<file path="config.mk">
export PLATFORM = sky130hd
export DESIGN_NAME = mem_access_ctrl
export DESIGN_NICKNAME = d
export VERILOG_FILES = /design/src/rtl/mem_access_ctrl_pkg.sv /design/src/rtl/mem_wait_counter.sv /design/src/rtl/mem_access_ctrl.sv
export SDC_FILE = /design/constraint.sdc
export NUM_CORES = 1
export LEC_CHECK = 0
export CORE_ASPECT_RATIO = 0.75
export CORE_UTILIZATION = 48
export CTS_CLUSTER_SIZE = 40
export DETAILED_ROUTE_END_ITERATION = 16
export GPL_ROUTABILITY_DRIVEN = 0
export GPL_TIMING_DRIVEN = 0
export PLACE_DENSITY_LB_ADDON = 0.15
export SYNTH_ARGS = -nofsm -noshare
export SYNTH_HDL_FRONTEND = slang
export SYNTH_SLANG_ARGS = --single-unit
</file>
<file path="constraint.sdc">
create_clock -name clk -period 5.3 [get_ports clk]
set_clock_uncertainty 0.2 [all_clocks]
set_input_delay 1.06 -clock clk [delete_from_list [all_inputs] [get_ports clk]]
set_output_delay 1.06 -clock clk [all_outputs]
set_load 0.01 [all_outputs]
</file>
<file path="src/rtl/mem_access_ctrl_pkg.sv">
// rtl/mem_access_ctrl_pkg.sv - Shared constants for the memory access controller
package mem_access_ctrl_pkg;

  localparam int ADDR_W_DEF = 4;
  localparam int DATA_W_DEF = 8;
  localparam int CNT_W      = 4;

  typedef logic [2:0] state_t;

  localparam state_t ST_IDLE   = 3'd0;
  localparam state_t ST_SETUP  = 3'd1;
  localparam state_t ST_STROBE = 3'd2;
  localparam state_t ST_HOLD   = 3'd3;
  localparam state_t ST_DONE   = 3'd4;

  localparam logic GRANT_FETCH = 1'b0;
  localparam logic GRANT_DATA  = 1'b1;

endpackage

</file>
<file path="src/rtl/mem_wait_counter.sv">
// rtl/mem_wait_counter.sv - Loadable down-counter sizing the strobe phase
module mem_wait_counter #(
  parameter int WIDTH = 4
) (
  input  logic             clk,
  input  logic             rst,
  input  logic             load_i,
  input  logic [WIDTH-1:0] load_val_i,
  input  logic             en_i,
  output logic             tc_o
);

  logic [WIDTH-1:0] count_q;
  logic [WIDTH-1:0] count_d;

  always_comb begin
    count_d = count_q;
    if (load_i) begin
      count_d = load_val_i;
    end else if (en_i && (count_q != '0)) begin
      count_d = count_q - WIDTH'(1);
    end
  end

  always_ff @(posedge clk or posedge rst) begin
    if (rst) begin
      count_q <= '0;
    end else begin
      count_q <= count_d;
    end
  end

  assign tc_o = (count_q == '0);

endmodule

</file>
<file path="src/rtl/mem_access_ctrl.sv">
// rtl/mem_access_ctrl.sv - Arbitrating bus initiator for the 16x8 asynchronous memory
module mem_access_ctrl
  import mem_access_ctrl_pkg::*;
#(
  parameter int ADDR_W      = ADDR_W_DEF,
  parameter int DATA_W      = DATA_W_DEF,
  parameter int WAIT_CYCLES = 1
) (
  input  logic              clk,
  input  logic              rst,
  input  logic              fetch_req,
  input  logic [ADDR_W-1:0] fetch_addr,
  output logic              fetch_ack,
  output logic [DATA_W-1:0] fetch_rdata,
  input  logic              data_req,
  input  logic              data_we,
  input  logic [ADDR_W-1:0] data_addr,
  input  logic [DATA_W-1:0] data_wdata,
  output logic              data_ack,
  output logic [DATA_W-1:0] data_rdata,
  output logic [ADDR_W-1:0] mem_address,
  output logic              mem_read,
  output logic              mem_write,
  output logic [DATA_W-1:0] mem_data_in,
  input  logic [DATA_W-1:0] mem_data_out,
  output logic              busy
);

  localparam logic [CNT_W-1:0] STROBE_LAST = CNT_W'(WAIT_CYCLES - 1);

  state_t            state_q, state_d;
  logic              grant_q, grant_d;
  logic              we_q, we_d;
  logic [ADDR_W-1:0] mem_address_q, mem_address_d;
  logic              mem_read_q, mem_read_d;
  logic              mem_write_q, mem_write_d;
  logic [DATA_W-1:0] mem_data_in_q, mem_data_in_d;
  logic              fetch_ack_q, fetch_ack_d;
  logic              data_ack_q, data_ack_d;
  logic [DATA_W-1:0] fetch_rdata_q, fetch_rdata_d;
  logic [DATA_W-1:0] data_rdata_q, data_rdata_d;
  logic              busy_q, busy_d;
  logic              cnt_load;
  logic              cnt_en;
  logic              cnt_tc;

  mem_wait_counter #(
    .WIDTH (CNT_W)
  ) u_wait_counter (
    .clk        (clk),
    .rst        (rst),
    .load_i     (cnt_load),
    .load_val_i (STROBE_LAST),
    .en_i       (cnt_en),
    .tc_o       (cnt_tc)
  );

  // Address and data are latched straight into the bus registers, so they stay
  // frozen from SETUP through HOLD regardless of what the requester does.
  always_comb begin
    state_d       = state_q;
    grant_d       = grant_q;
    we_d          = we_q;
    mem_address_d = mem_address_q;
    mem_read_d    = mem_read_q;
    mem_write_d   = mem_write_q;
    mem_data_in_d = mem_data_in_q;
    fetch_rdata_d = fetch_rdata_q;
    data_rdata_d  = data_rdata_q;
    fetch_ack_d   = 1'b0;
    data_ack_d    = 1'b0;
    cnt_load      = 1'b0;
    cnt_en        = 1'b0;

    case (state_q)
      ST_IDLE: begin
        if (data_req) begin
          grant_d       = GRANT_DATA;
          we_d          = data_we;
          mem_address_d = data_addr;
          mem_data_in_d = data_we ? data_wdata : '0;
          state_d       = ST_SETUP;
        end else if (fetch_req) begin
          grant_d       = GRANT_FETCH;
          we_d          = 1'b0;
          mem_address_d = fetch_addr;
          mem_data_in_d = '0;
          state_d       = ST_SETUP;
        end
      end
      ST_SETUP: begin
        mem_read_d  = ~we_q;
        mem_write_d = we_q;
        cnt_load    = 1'b1;
        state_d     = ST_STROBE;
      end
      ST_STROBE: begin
        if (cnt_tc) begin
          mem_read_d  = 1'b0;
          mem_write_d = 1'b0;
          if (!we_q) begin
            if (grant_q == GRANT_DATA) begin
              data_rdata_d = mem_data_out;
            end else begin
              fetch_rdata_d = mem_data_out;
            end
          end
          state_d = ST_HOLD;
        end else begin
          cnt_en = 1'b1;
        end
      end
      ST_HOLD: begin
        mem_address_d = '0;
        mem_data_in_d = '0;
        fetch_ack_d   = (grant_q == GRANT_FETCH);
        data_ack_d    = (grant_q == GRANT_DATA);
        state_d       = ST_DONE;
      end
      ST_DONE: begin
        state_d = ST_IDLE;
      end
      default: begin
        mem_address_d = '0;
        mem_data_in_d = '0;
        mem_read_d    = 1'b0;
        mem_write_d   = 1'b0;
        state_d       = ST_IDLE;
      end
    endcase

    busy_d = (state_d != ST_IDLE);
  end

  always_ff @(posedge clk or posedge rst) begin
    if (rst) begin
      state_q       <= ST_IDLE;
      grant_q       <= GRANT_FETCH;
      we_q          <= 1'b0;
      mem_address_q <= '0;
      mem_read_q    <= 1'b0;
      mem_write_q   <= 1'b0;
      mem_data_in_q <= '0;
      fetch_ack_q   <= 1'b0;
      data_ack_q    <= 1'b0;
      fetch_rdata_q <= '0;
      data_rdata_q  <= '0;
      busy_q        <= 1'b0;
    end else begin
      state_q       <= state_d;
      grant_q       <= grant_d;
      we_q          <= we_d;
      mem_address_q <= mem_address_d;
      mem_read_q    <= mem_read_d;
      mem_write_q   <= mem_write_d;
      mem_data_in_q <= mem_data_in_d;
      fetch_ack_q   <= fetch_ack_d;
      data_ack_q    <= data_ack_d;
      fetch_rdata_q <= fetch_rdata_d;
      data_rdata_q  <= data_rdata_d;
      busy_q        <= busy_d;
    end
  end

  assign mem_address = mem_address_q;
  assign mem_read    = mem_read_q;
  assign mem_write   = mem_write_q;
  assign mem_data_in = mem_data_in_q;
  assign fetch_ack   = fetch_ack_q;
  assign data_ack    = data_ack_q;
  assign fetch_rdata = fetch_rdata_q;
  assign data_rdata  = data_rdata_q;
  assign busy        = busy_q;

endmodule

</file>
Yosys cells after proc, flatten, opt, wreduce, memory -nomap -nowiden

Cells that the tools add are included.

Add/subtract/negate cells: 1
Equality and inequality tests: 6
Multiplexer cells: 24
Bitwise gates (word level): 4
Reductions and logical operators: 14

Operators with widths:

| kind                  | count |
|---|---|
| $mux W8               | 3 |
| $mux W4               | 4 |
| $pmux W8 S2           | 1 |
| $pmux W3 S4           | 1 |
| $mux W1               | 9 |
| $mux W3               | 3 |
| $pmux W4 S2           | 1 |
| $reduce_and A4 Y1     | 2 |
| $eq A3 B2 Y1 const B  | 2 |
| $pmux W1 S3           | 2 |
| $reduce_and A2 Y1     | 3 |
| $reduce_or A3 Y1      | 2 |
| $logic_not A4 Y1      | 1 |
| $not A1 Y1            | 4 |
| $reduce_bool A2 Y1    | 2 |
| $reduce_bool A4 Y1    | 1 |
| $sub A4 B1 Y4 const B | 1 |
| $eq A3 B1 Y1 const B  | 1 |
| $eq A3 B3 Y1 const B  | 1 |
| $logic_not A3 Y1      | 1 |
| $ne A3 B3 Y1 const B  | 1 |
| $reduce_bool A3 Y1    | 1 |
| $ne A2 B2 Y1 const B  | 1 |
| $logic_and A1 B1 Y1   | 1 |

Register bits after elaboration: 42
Output and inout port bits: 33
Word-level logic and storage cells: 62

Longest topological paths before layout

Word-level depth: 6
Depth in mapped cells: 6
Depth with buffers taken out: 5

Modules after synthesis

A second synthesis with hierarchy kept.

Cell total of the unflattened synthesis: 147
Area, all modules: 1,839.3 µm²

Modules (own cells, without submodules):

| module           | times used | cells each | area an instance (µm²) |
|---|---|---|---|
| mem_access_ctrl  | 1          | 119        | 1,577.8 |
| mem_wait_counter | 1          | 28         | 261.5 |

Worst setup path before layout

No wires, ideal clock.

Path kind: input to register
From: input port data_req
To: register mem_data_in_q[0], in the netlist mem_data_in[0]
Library setup time: 121 ps
Data arrival time: 1,973 ps
Data required time: 4,979 ps
Setup slack: 3,006 ps
Cell stages on the path: 4
Buffers on the path: 1
Cell sequence: clkbuf_1 > nor2_1 > o211a_1 > a22o_1

Word-level cells in the longest chain between the ends: 2
Elaborated cells on any way between the ends: 4
Those cells by class: eq/ne (1); mux (2); reduce/logical (1)

Ends and longest elaborated chain:

| what                                                    | line                   | source |
|---|---|---|
| start, declared                                         | mem_access_ctrl.sv:15  | `input logic data_req,` |
| $mux W8 / $ne A3 B3 Y1 (equally long branches)          | --                     |  |
| $pmux W8 S2 / $reduce_and A2 Y1 (equally long branches) | --                     |  |
| end signal, assigned                                    | mem_access_ctrl.sv:156 | `mem_data_in_q <= mem_data_in_d;` |
| end, declared                                           | mem_access_ctrl.sv:37  | `logic [DATA_W-1:0] mem_data_in_q, mem_data_in_d;` |

Parallel ways exist; a longest one is shown, timed or not.
A chain may end at the register's enable or synchronous reset.

Final worst setup path

From: register mem_read_q, in the netlist mem_read
To: output port mem_read

RTL lines:

| what                   | line                   | source |
|---|---|---|
| start, declared        | mem_access_ctrl.sv:35  | `logic mem_read_q, mem_read_d;` |
| start signal, assigned | mem_access_ctrl.sv:154 | `mem_read_q <= mem_read_d;` |
| end, declared          | mem_access_ctrl.sv:22  | `output logic mem_read,` |

No word-level cell between the ends.

==> impl_metrics.toml <==
[sta]
rsz0062_at_grt = "no"
setup_ws_ns = 2.79
fmax_mhz = 399
drv_slew = 0
hold_violations = 0
slew_headroom = 0.425
min_period_ns = 2.51
tightestPinTransition_ns = 0.861
tns_ns = 0
setup_viol_count_final = 0
fin_crit_sh = 0.473

[clocking]
clockRootBuffer = "clkbuf_8"
clkLatencyLatePin_ns = 0.29
clock_path_buffers = 2
cts_tree = "built"
cts.sinks = 42
numCtsBuffers = 5
cts.clk_slew.worst_paths_ns = 0.08
postCtsHoldBufs = 0
postCtsSetupBuffers = 0
post_cts_resized = 0
h-tree-depth = 2

[power]
p_comb_frac = 0.479
power.share.switching = 0.342
p_int_uw = 932
p_per_area_nw_per_um2 = 543
power_frac_seq = 0.373
pwr-share-clk = 0.148
leakage_uw = 0.00113
ir_worst_vdd_mv = 0.295
p_switching_uw = 485

[placed_design]
io_buffers = 60
place_area_um2 = 2520
place_ws_ns = 2.59
dp_hpwl_um = 2830

[floorplan]
die_h_um = 55.8
die_area_um2 = 4110
start_util = 0.503
rows = 19
core_um2 = 3680
die-width_um = 73.7
io_pins = 62

[global_routing]
grt_pass1_vias = 1371
grt_pass1_wl_um = 6350
track_usage = 0.206
grt_max_degree = 43
overflow = 0
antenna_found_initial = 0

[synthesis]
yosysUniqueCellTypes = 35
ys_top_cells_by_area = "dfrtp_1 (57%), mux2_2 (10%), a22o_1 (5.2%)"
synth.top_cell.area_share = 0.568
synth.cell_area_um2 = 1850
synth_edf_count = 0
async_reset_ff_frac = 1.00
synth_top_area_cell = "dfrtp_1"
synth_cells = 146
ys_seq_elements = 42
syn_nets = 176
ys_seq_area_frac = 0.568
yosys_most_used_dff = "dfrtp_1"
postSynthAreaPerCell_um2 = 12.7
yosys_warnings = 0

[flow_run]
maxCapViolations = 0

[critical_path]
start_kind = "register"
critical_path_required_ns = 4.04
max_stage_delay_ns = 0.55
crit_type = "reg -> out"
endpoint_kind = "output port"
critPathCapture = "mem_read"
crit_chain = "clkdlybuf4s50_1"
worstPathBufferInverterCount = 1
startpoint = "mem_read"
rr_endpoint = "mem_data_in[5]"
rrSetupSlack_ns = 3.35
cp_top_family = "buffers and inverters"
r2r-start = "state_q[2]"
path_max_fanout = 4
reg2reg_depth = 4
crit_slowest_cell = "clkdlybuf4s50_1"
crit_arrival_ns = 1.25
worst-path-stages = 1

[finish]
design_area_um2 = 2610
area_growth_pct = 40.9
n_antenna_cell = 0
multi_input_area_um2 = 741
nets = 243
post-route-util = 0.708
final_common_cell = "clkdlybuf4s50_1"
drive_above_1_share = 0.164
final-seq-area_um2 = 1050
mostFrequentLayoutCells = "clkdlybuf4s50_1 (60), dfrtp_1 (42), mux2_2 (17)"
fillers = 269

[drt]
first_pass_iters = 4
routed_via_density = 5.35
routedWlPerCell_um = 14.8
routed_wirelength_um = 3930
ant_nets = 0
drt-initial-drc-count = 62
via_count = 1423
route.detailed.drc = 0

[run_status]
status = "complete, no violations"

[worst_hold_path]
hold_class = "reg -> reg"
hp-start = "fetch_rdata[5]"
synth_stat cells, types with 2 or more instances:
| library cell | n |
|---|---|
| nor2_1 | 8 |
| o2111ai_1 | 4 |
| nand2_1 | 8 |
| nand3_1 | 3 |
| nand4_4 | 2 |
| dfrtp_1 | 42 |
| clkbuf_1 | 2 |
| o21ai_0 | 8 |
| buf_2 | 3 |
| a21oi_1 | 2 |
| nor2b_1 | 3 |
| mux2_2 | 17 |
| mux2i_1 | 4 |
| o31ai_1 | 3 |
| a22o_1 | 11 |
| inv_1 | 5 |
| and3_1 | 3 |
how the worst min path moves through the flow:
stage | to | slack, ns | cells past startpoint
finish | fetch_rdata[5] | 0.31 | 1
global route | fetch_rdata[6] | 0.32 | 1
CTS | fetch_rdata[5] | 0.31 | 1
detailed placement | mem_data_in[1] | 0.29 | 1
global placement | mem_data_in[7] | 0.28 | 1
floorplan | fetch_ack | 0.25 | 1
power by group through the flow:
stage          clock, uW  sequential [uW]  combinational [uW]
2_1_floorplan          0              576                 316
3_3_place_gp           0              526                 664
3_5_place_dp           0              534                 680
4_1_cts              215              530                 683
5_1_grt              230              544                 730
6_report             210              529                 679
per-stage QoR:
step           hold slack, ns  total power [uW]  instances
6_report                0.307              1420        266
5_1_grt                 0.323              1500        266
4_1_cts                 0.311              1430        266
3_5_place_dp            0.288              1210        258
3_3_place_gp            0.285              1190        258
2_1_floorplan           0.252               892        146
flip-flops by register name, indices dropped and copies added, names as in the netlist:
register / flops
fetch_ack: 1
we_q: 1
mem_data_in: 8
mem_read: 1
data_rdata: 8
u_wait_counter.count_q: 4
busy: 1
grant_q: 1
fetch_rdata: 8
mem_address: 4
data_ack: 1
mem_write: 1
state_q: 3
cells by family (layout without fill, tap and decap cells):
family / after synthesis / after routing / share of synthesized area
xor gates and xnor gates: 1 / 1 / 0.00473
and+or+nand+nor: 34 / 34 / 0.118
AOI/OAI and AO/OA: 35 / 35 / 0.145
buffers and inverters: 12 / 80 / 0.0324
DFF: 42 / 42 / 0.568
muxes: 21 / 21 / 0.125
adders and majority gates: 1 / 1 / 0.00676
area by class of cell:
class,count,area share
sequential,42,0.403
multi-input combinational,92,0.284
timing repair buffer,60,0.230
clock buffer,7,0.0331
tap,52,0.0249
buffer,7,0.0158
inverter,5,0.00719
clock inverter,1,0.00192
metal layers:
layer,track usage,vias to the layer above,part of all wire,wire [um]
li1,-,670,-,-
met1,0.292,690,0.47,1830
met2,0.301,61,0.46,1810
met3,0.0580,2,0.068,266
met4,0.0769,0,0.0059,23
met5,0,-,0,0
No activity file was read; power rests on OpenSTA's default activity.
